<file path="src/rtl/router_egress_drain.sv">
// ---------------------------------------------------------------------------
// router_egress_drain
//
// Read-side consumer of one router output FIFO. Pulls bytes with
// fifo_read_enb, captures the registered FIFO output one cycle later, frames
// the bytes into packets (header / payload / parity) and streams them to the
// egress port over a valid/ready handshake. Packet parity is checked on the
// parity byte. If the downstream port holds off for TIMEOUT cycles the block
// pulses soft_reset_out, which also clears the upstream FIFO, and drops the
// rest of the packet.
//
// Optional feature macro: PKT_STATS_EN
//   defined   -> pkt_count / err_count are saturating 16-bit statistics
//   undefined -> both outputs are tied to 0 and no counter flops exist
//
// Ports
//   clock           in   single clock, all logic on posedge
//   resetn          in   asynchronous active-low reset
//   fifo_empty      in   FIFO empty flag
//   fifo_data       in   FIFO data_out, valid the cycle after a read strobe
//   fifo_read_enb   out  FIFO read strobe
//   soft_reset_out  out  1-cycle timeout pulse to the FIFO soft reset
//   dout            out  egress byte
//   dout_valid      out  dout holds a valid byte
//   dout_ready      in   downstream accepts dout this cycle
//   pkt_start       out  dout is a header byte
//   pkt_end         out  dout is a parity byte
//   parity_err      out  with pkt_end: packet parity mismatch
//   pkt_count       out  packets completed
//   err_count       out  parity errors plus timeouts
//
// Framing FSM (advances once per captured byte)
//   state       | meaning
//   ST_HDR      | next captured byte is a header; load length and parity
//   ST_PAYLOAD  | capturing payload bytes, rem counts what is left
//   ST_PARITY   | next captured byte is the parity byte; compare and finish
// ---------------------------------------------------------------------------
module router_egress_drain #(
    parameter int WIDTH   = 8,
    parameter int TIMEOUT = 30
) (
    input  logic             clock,
    input  logic             resetn,
    input  logic             fifo_empty,
    input  logic [WIDTH-1:0] fifo_data,
    output logic             fifo_read_enb,
    output logic             soft_reset_out,
    output logic [WIDTH-1:0] dout,
    output logic             dout_valid,
    input  logic             dout_ready,
    output logic             pkt_start,
    output logic             pkt_end,
    output logic             parity_err,
    output logic [15:0]      pkt_count,
    output logic [15:0]      err_count
);

    // buffer entry layout: {byte, start, end, perr}
    localparam int EW = WIDTH + 3;
    localparam logic [4:0] TC_LAST = 5'(TIMEOUT - 1);

    typedef enum logic [1:0] {
        ST_HDR     = 2'd0,
        ST_PAYLOAD = 2'd1,
        ST_PARITY  = 2'd2
    } state_t;

    state_t         state, state_nxt;
    logic [5:0]     rem, rem_nxt;
    logic [WIDTH-1:0] par, par_nxt;

    logic           run;
    logic           inflight;
    logic [EW-1:0]  slot0, slot1;
    logic [1:0]     occ;
    logic [4:0]     tcnt;
    logic           srst_q;

    logic           xfer;
    logic           stall;
    logic           fire;
    logic           cap;
    logic [2:0]     load;
    logic           new_start, new_end, new_perr;
    logic [EW-1:0]  new_entry;

    // -----------------------------------------------------------------------
    // Handshake, read issue and timeout detection
    // -----------------------------------------------------------------------
    assign dout_valid     = (occ != 2'd0);
    assign dout           = slot0[EW-1:3];
    assign pkt_start      = slot0[2];
    assign pkt_end        = slot0[1];
    assign parity_err     = slot0[0];
    assign soft_reset_out = srst_q;

    assign xfer  = dout_valid & dout_ready;
    assign stall = dout_valid & ~dout_ready;
    assign fire  = stall & (tcnt == TC_LAST);
    assign cap   = inflight;

    // Occupancy is counted after this cycle's departure so a full-rate
    // stream (capture + transfer every cycle) keeps one read in flight.
    assign load = {1'b0, occ} - {2'b0, xfer} + {2'b0, inflight};

    // run holds reads off until the first edge after reset is released
    assign fifo_read_enb = run & ~fifo_empty & ~srst_q & (load < 3'd2);

    always_ff @(posedge clock or negedge resetn) begin
        if (!resetn) begin
            run      <= 1'b0;
            inflight <= 1'b0;
            srst_q   <= 1'b0;
            tcnt     <= 5'd0;
        end else begin
            run    <= 1'b1;
            srst_q <= fire;
            // the read outstanding at the flush edge is dropped with the FIFO
            inflight <= fire ? 1'b0 : fifo_read_enb;
            if (fire || !dout_valid || xfer)
                tcnt <= 5'd0;
            else if (stall)
                tcnt <= 5'(tcnt + 5'd1);
        end
    end

    // -----------------------------------------------------------------------
    // Framing FSM: state register
    // -----------------------------------------------------------------------
    always_ff @(posedge clock or negedge resetn) begin
        if (!resetn) begin
            state <= ST_HDR;
            rem   <= 6'd0;
            par   <= '0;
        end else if (fire) begin
            state <= ST_HDR;
            rem   <= 6'd0;
            par   <= '0;
        end else begin
            state <= state_nxt;
            rem   <= rem_nxt;
            par   <= par_nxt;
        end
    end

    // -----------------------------------------------------------------------
    // Framing FSM: next state
    // -----------------------------------------------------------------------
    always_comb begin
        state_nxt = state;
        rem_nxt   = rem;
        par_nxt   = par;
        if (cap) begin
            case (state)
                ST_HDR: begin
                    rem_nxt   = fifo_data[7:2];
                    par_nxt   = fifo_data;
                    state_nxt = (fifo_data[7:2] == 6'd0) ? ST_PARITY : ST_PAYLOAD;
                end
                ST_PAYLOAD: begin
                    par_nxt = par ^ fifo_data;
                    rem_nxt = 6'(rem - 6'd1);
                    if (rem == 6'd1)
                        state_nxt = ST_PARITY;
                end
                ST_PARITY: begin
                    state_nxt = ST_HDR;
                end
                default: begin
                    state_nxt = ST_HDR;
                end
            endcase
        end
    end

    // -----------------------------------------------------------------------
    // Framing FSM: flags attached to the byte being captured
    // -----------------------------------------------------------------------
    always_comb begin
        new_start = 1'b0;
        new_end   = 1'b0;
        new_perr  = 1'b0;
        case (state)
            ST_HDR:    new_start = 1'b1;
            ST_PARITY: begin
                new_end  = 1'b1;
                new_perr = (par != fifo_data);
            end
            default: begin
                new_start = 1'b0;
            end
        endcase
    end

    assign new_entry = {fifo_data, new_start, new_end, new_perr};

    // -----------------------------------------------------------------------
    // Two-entry output buffer, slot0 is the head
    // -----------------------------------------------------------------------
    always_ff @(posedge clock or negedge resetn) begin
        if (!resetn) begin
            occ   <= 2'd0;
            slot0 <= '0;
            slot1 <= '0;
        end else if (fire) begin
            occ   <= 2'd0;
            slot0 <= '0;
            slot1 <= '0;
        end else if (cap && xfer) begin
            if (occ == 2'd1) begin
                slot0 <= new_entry;
            end else begin
                slot0 <= slot1;
                slot1 <= new_entry;
            end
        end else if (cap) begin
            if (occ == 2'd0)
                slot0 <= new_entry;
            else
                slot1 <= new_entry;
            occ <= 2'(occ + 2'd1);
        end else if (xfer) begin
            slot0 <= slot1;
            occ   <= 2'(occ - 2'd1);
        end
    end

    // -----------------------------------------------------------------------
    // Packet statistics
    // -----------------------------------------------------------------------
`ifdef PKT_STATS_EN
    logic pkt_inc;
    logic err_inc;

    // the buffer is empty during the pulse, so both sources never coincide
    assign pkt_inc = xfer & pkt_end;
    assign err_inc = (xfer & pkt_end & parity_err) | srst_q;

    always_ff @(posedge clock or negedge resetn) begin
        if (!resetn) begin
            pkt_count <= 16'd0;
            err_count <= 16'd0;
        end else begin
            if (pkt_inc && pkt_count != 16'hFFFF)
                pkt_count <= 16'(pkt_count + 16'd1);
            if (err_inc && err_count != 16'hFFFF)
                err_count <= 16'(err_count + 16'd1);
        end
    end
`else
    assign pkt_count = 16'd0;
    assign err_count = 16'd0;
`endif

endmodule

</file>
<file path="config.mk">
export PLATFORM = sky130hd
export DESIGN_NAME = router_egress_drain
export DESIGN_NICKNAME = d
export VERILOG_FILES = /design/src/rtl/router_egress_drain.sv
export SDC_FILE = /design/constraint.sdc
export NUM_CORES = 1
export LEC_CHECK = 0
export ABC_CLOCK_PERIOD_IN_PS = 4720
export CAP_MARGIN = 20
export CORE_ASPECT_RATIO = 1.4
export CORE_MARGIN = 10
export CORE_UTILIZATION = 66
export CTS_CLUSTER_SIZE = 30
export DETAILED_ROUTE_END_ITERATION = 7
export DONT_BUFFER_PORTS = 1
export MAX_ROUTING_LAYER = met4
export PLACE_DENSITY = 0.83
export SETUP_SLACK_MARGIN = 0.4
export SLEW_MARGIN = 10
export SYNTH_ARGS = -nofsm -noshare
export SYNTH_HDL_FRONTEND = slang
export SYNTH_SLANG_ARGS = --single-unit
</file>
<file path="constraint.sdc">
create_clock -name clock -period 4.72 [get_ports clock]
set_input_delay 0.472 -clock clock [delete_from_list [all_inputs] [get_ports clock]]
set_output_delay 0.472 -clock clock [all_outputs]
set_load 0.005 [all_outputs]
</file>
# Word-level counts from Yosys, hierarchy flattened
# Cells that the tools add are included.
# op_classes
eq_ne	11
n_bitwise	10
muxes	32
addsub	6
n_reduce_logical	19
order_cmp	1
# op_table
op	count
$mux 11	11
$mux 2	8
$mux 8	2
$pmux 8 s2	1
$mux 6	2
$pmux 6 s2	1
$mux 5	2
$ne 3x3->1 const B	3
$reduce_bool 3->1	3
$ne 8x8->1	1
$reduce_and 2->1	4
$xor 8x8->8	1
$and 1x1->1	6
$eq 6x1->1 const B	1
$logic_not 6->1	1
$reduce_bool 2->1	3
$sub 6x1->6 const B	1
$add 5x1->5 const B	1
$eq 5x5->1 const B	1
$eq 2x1->1 const B	2
$logic_not 2->1	2
$mux 1	4
$ne 4x1->1 const B	1
$pmux 2 s2	1
13 further kinds	16
# totals
elab_cells	89
regBits	48

# Logic depth before layout (Yosys ltp)
# logic_depth
depth_word	7
depth_mapped	8
ltp_nobuf	8

# Worst setup path after synthesis
# OpenSTA, ideal clock, no wires.
# synth_timing
kind	reg-to-output
from	reg occ[1]
to	out fifo_read_enb
path_slack_ns	1.948
path_stages_with_launch	9
t_required_ns	4.248
path_buffers	0
t_arrival_ns	2.300
cell_sequence	dfrtp_1 inv_1 ha_1 nand2b_4 xnor2_1 nand2_1 fa_1 or4bb_1 nor2_1
# synth_between
elab_chain_cells	6
# synth_rtl
element	line_no	rtl
from (decl)	75	logic [1:0] occ;
from (signal assigned)	221	occ <= 2'(occ + 2'd1);
from (signal assigned)	224	occ <= 2'(occ - 2'd1);
$reduce_bool 2->1	90	assign dout_valid = (occ != 2'd0);
$and 1x1->1	97	assign xfer = dout_valid & dout_ready;
$sub 2x1->3 (*)	104	assign load = {1'b0, occ} - {2'b0, xfer} + {2'b0, inflight};
$add 3x1->3 (*)	104	
$lt 3x2->1 (*)	107	assign fifo_read_enb = run & ~fifo_empty & ~srst_q & (load < 3'd2);
$and 1x1->1 (*)	107	
to (decl)	46	output logic fifo_read_enb,
# Every way passes the cells marked *; elsewhere a longest branch is shown, timed or not.

# Worst setup path in the final report
# Ends and elaborated chain as after synthesis.

==> flow_summary_export.csv <==
group,metric,value,unit
sta,period_share,0.692,
clocking,htreeDepth,2,
finish,n_antenna_cell,0,
power_and_ir_drop,power_frac_comb,0.389,
synth,synth_xor_area_frac,0.0440,
synth,synth.area.top_cells,"dfrtp_1, buf_4, mux2i_1",
finish,finalInstanceArea,2810,µm²
clocking,clock-sinks,48,
floorplan,die_y,96.9,µm
power_and_ir_drop,power.density,603,nW/µm²
sta,slew_viol_final,0,
placed_design,placed_area,2660,µm²
synth,synth-simple-area-share,0.145,
setup_path,crit_required,4.25,ns
sta,fin_skew,0.0109,ns
sta,setup_viol,0,
synth,async_reset_ff_frac,1.00,
floorplan,start_util,0.693,
hold_path,hold_class,"primary input to asynchronous set/reset pin",
synth,yosysSeqAreaShare,0.431,
floorplan,dieArea,7260,µm²
setup_path,endpoint_kind,"output pin",
finish,fin_nets,296,
synth,syn_inst,283,
floorplan,fp.dieW,74.9,µm
sta,setup_tns,0,ns
sta,max_freq,0.306,GHz
power_and_ir_drop,ir_drop,0.280,mV
floorplan,core_area,4020,µm²
power_and_ir_drop,pwr-share-seq,0.428,
setup_path,path_buf_inv,1,
clocking,clk_pin_slew,0.09,ns
synth,syn_area,2790,µm²
detailed_routing,drt_iter0_markers,155,
synth,netlist-cell-type-count,46,
finish,drive_above_1_share,0.0647,
setup_path,cp.arrival,2.80,ns
setup_path,critPathMaxStageDelay,0.49,ns
sta,final-hold-violation-count,0,
synth,synth_seq_cells,48,
setup_path,path_class,"flip-flop to output pin",
global_routing,grt_overflow_total,0,
clocking,cts_setup_buffers,0,
detailed_routing,postRouteAntennaNets,0,
detailed_routing,vias,1935,
global_routing,antenna_found_initial,0,
global_routing,grt_max_degree,49,
synth,synth_fa_ha_area_frac,0.0341,
synth,synth_compound_area_frac,0.164,
floorplan,ioPinCount,58,
synth,synth_warnings,0,
detailed_routing,drc,0,
synth,synthFlopType,"dfrtp_1",
placed_design,pre_cts_ws,1.75,ns
global_routing,grt_pass1_wl,9140,µm
setup_path,worstSetupStartpointType,"flip-flop",
clocking,root_buffer,"clkbuf_8",
clocking,insertion_delay,0.30,ns
floorplan,rows,27,
detailed_routing,first_pass_iters,4,
synth,yosysTopAreaCellShare,0.431,
finish,area_delta_synth_final,0.988,%
power_and_ir_drop,power.switching,665,µW
clocking,numCtsBuffers,5,
detailed_routing,avgRoutedWirePerCell,17.7,µm
setup_path,ff2ff_setup_slack,2.13,ns
synth,synth-edff-count,0,
global_routing,grtUsageTotal,0.159,
setup_path,cp_slowest_cell,"fa_1",
power_and_ir_drop,swShare,0.392,
detailed_routing,routed_wl,5670,µm
run_status,status,"completed",
power_and_ir_drop,pwr-share-clk,0.183,
sta,setup_slack,1.45,ns
placed_design,io_buffer_count,0,
synth,synth_top_family_by_area,"compound AO/OA/AOI/OAI gates",
setup_path,path_cells,"inv_1, ha_1, nand2b_4, xnor2_1, nand2_1, fa_1, or4bb_1, nor2_1",
global_routing,first_global_vias,1899,
detailed_routing,vias_per_cell,6.03,
placed_design,gp_congestion,0.872,
power_and_ir_drop,leakagePower,1.33,nW
synth,yosysTopAreaCell,"dfrtp_1",
sta,max_slew.worst_pin.slew,0.921,ns
synth,syn_area_per_cell,9.84,µm²
clocking,cts_tree,"built",
synth,synth_mux_area_frac,0.0588,
sta,layout_min_cycle_time,3.27,ns
placed_design,post-dp-hpwl,3990,µm
power_and_ir_drop,p_int,1.03,mW
setup_path,crit_family,"simple AND/OR/NAND/NOR gates",
setup_path,path_max_fanout,7,
sta,slew_headroom,0.385,
sta,grt_setup_unrepaired,"false",
job,drv_cap,0,
power_and_ir_drop,power,1.70,mW
clocking,clk_path_buf_depth,2,
-- sequential cells by signal (all words and copies together) (netlist names) --
register        flops
tcnt                5
slot0              11
rem                 6
state               2
soft_reset_out      1
run                 1
occ                 2
par                 8
slot1              11
cap                 1
-- synth_stat cells (2+ instances only) --
master	instances
o211ai_1	2
a22o_1	7
buf_4	33
nand2_1	25
clkbuf_1	9
nor4_1	3
xnor2_1	3
buf_2	5
and3_1	2
nor3_1	3
nor2_1	16
a2bb2oi_1	2
conb_1	2
o21ai_1	5
dfrtp_1	48
mux2i_1	13
a211oi_1	2
ha_1	6
a21oi_1	16
nor2b_1	8
mux2_1	3
inv_1	8
xor2_1	11
o21ai_0	9
o21ai_2	2
nand3_1	10
o2bb2ai_1	10
nand2b_1	2
-- per-stage QoR --
stage	util	instances	hold WS [ns]
after floorplan	-	314	0.176
after global placement	0.663	312	0.178
after detailed placement	0.663	312	0.178
after CTS	0.700	321	0.0165
after global routing	0.700	321	0.0131
final	0.700	321	0.0124
-- power by group through the flow --
stage	sequential [mW]	clock (mW)	combinational (mW)
final	0.726	0.311	0.660
after global routing	0.751	0.334	0.744
after CTS	0.726	0.315	0.663
after detailed placement	0.733	0	0.641
after global placement	0.727	0	0.617
after floorplan	0.677	0	0.584
-- worst register-to-register path: stages, from the launching register on --
cell	delay, ns
dfrtp_1	0.44
inv_1	0.12
ha_1	0.37
nand2b_4	0.24
xnor2_1	0.16
nand2_1	0.10
fa_1	0.49
or4bb_1	0.41
nor3_1	0.18
-- worst paths after layout --
check | startpoint | end | depth (start not counted)
min | resetn | slot0[1] | 1
max reg2reg | occ[1] | cap | 8
min in group clock | fifo_data[3] | slot1[6] | 1
max | occ[1] | fifo_read_enb | 8
min reg2reg | slot1[5] | slot1[5] | 1
max in group asynchronous | resetn | slot1[4] | 1
-- cells by family (layout without fill, tap and decap cells) --
logic type | Yosys count | count (layout)
adder cells (fa/ha/maj) | 7 | 7
buffers and inverters | 55 | 19
other | 2 | 33
AND/OR/NAND/NOR | 77 | 77
multiplexers | 16 | 16
AO/OA/AOI/OAI | 64 | 64
XOR/XNOR | 14 | 14
flip-flops | 48 | 48
-- per-layer routing --
metal	part of all wire	wire length, µm	vias up	global-route usage
met5	0	0	-	-
met4	0.015	86	0	0.0581
met3	0.063	357	7	0.0316
met2	0.52	2980	57	0.266
met1	0.40	2260	960	0.179
li1	-	-	911	-
-- repair_timing --
action,in CTS,in global routing
hold buffers,1,0
hold endpoints to repair,48,0
gates resized for setup,0,0
-- cell type report --
| class | instances | area, µm² |
|---|---|---|
| Tap cell | 43 | 53.8 |
| Clock buffer | 6 | 82.6 |
| Multi-Input combinational cell | 211 | 1360 |
| Inverter | 8 | 30.0 |
| Sequential cell | 48 | 1200 |
| Clock inverter | 2 | 38.8 |
| Timing Repair Buffer | 3 | 42.5 |
| Fill cell | 289 | 1210 |
-- cells in the final DEF, fill, tap and decap left out, types with 2 or more instances in the layout --
cell type  Yosys  routed
a211oi_1       2       2
conb_1         2      33
o21ai_2        2       2
nor2_1        16      16
nor4_1         3       3
mux2_1         3       3
a2bb2oi_1      2       2
and3_1         2       2
xor2_1        11      11
ha_1           6       6
mux2i_1       13      13
nand2b_1       2       2
o21ai_0        9       9
nand3_1       10      10
o2bb2ai_1     10      10
inv_1          8       8
a22o_1         7       7
clkbuf_8       0       6
nor2b_1        8       8
nand2_1       25      25
o21ai_1        5       5
xnor2_1        3       3
nor3_1         3       3
dfrtp_1       48      48
a21oi_1       16      16
buf_4         33       2
o211ai_1       2       2
Power figures use the tool's default switching activity.
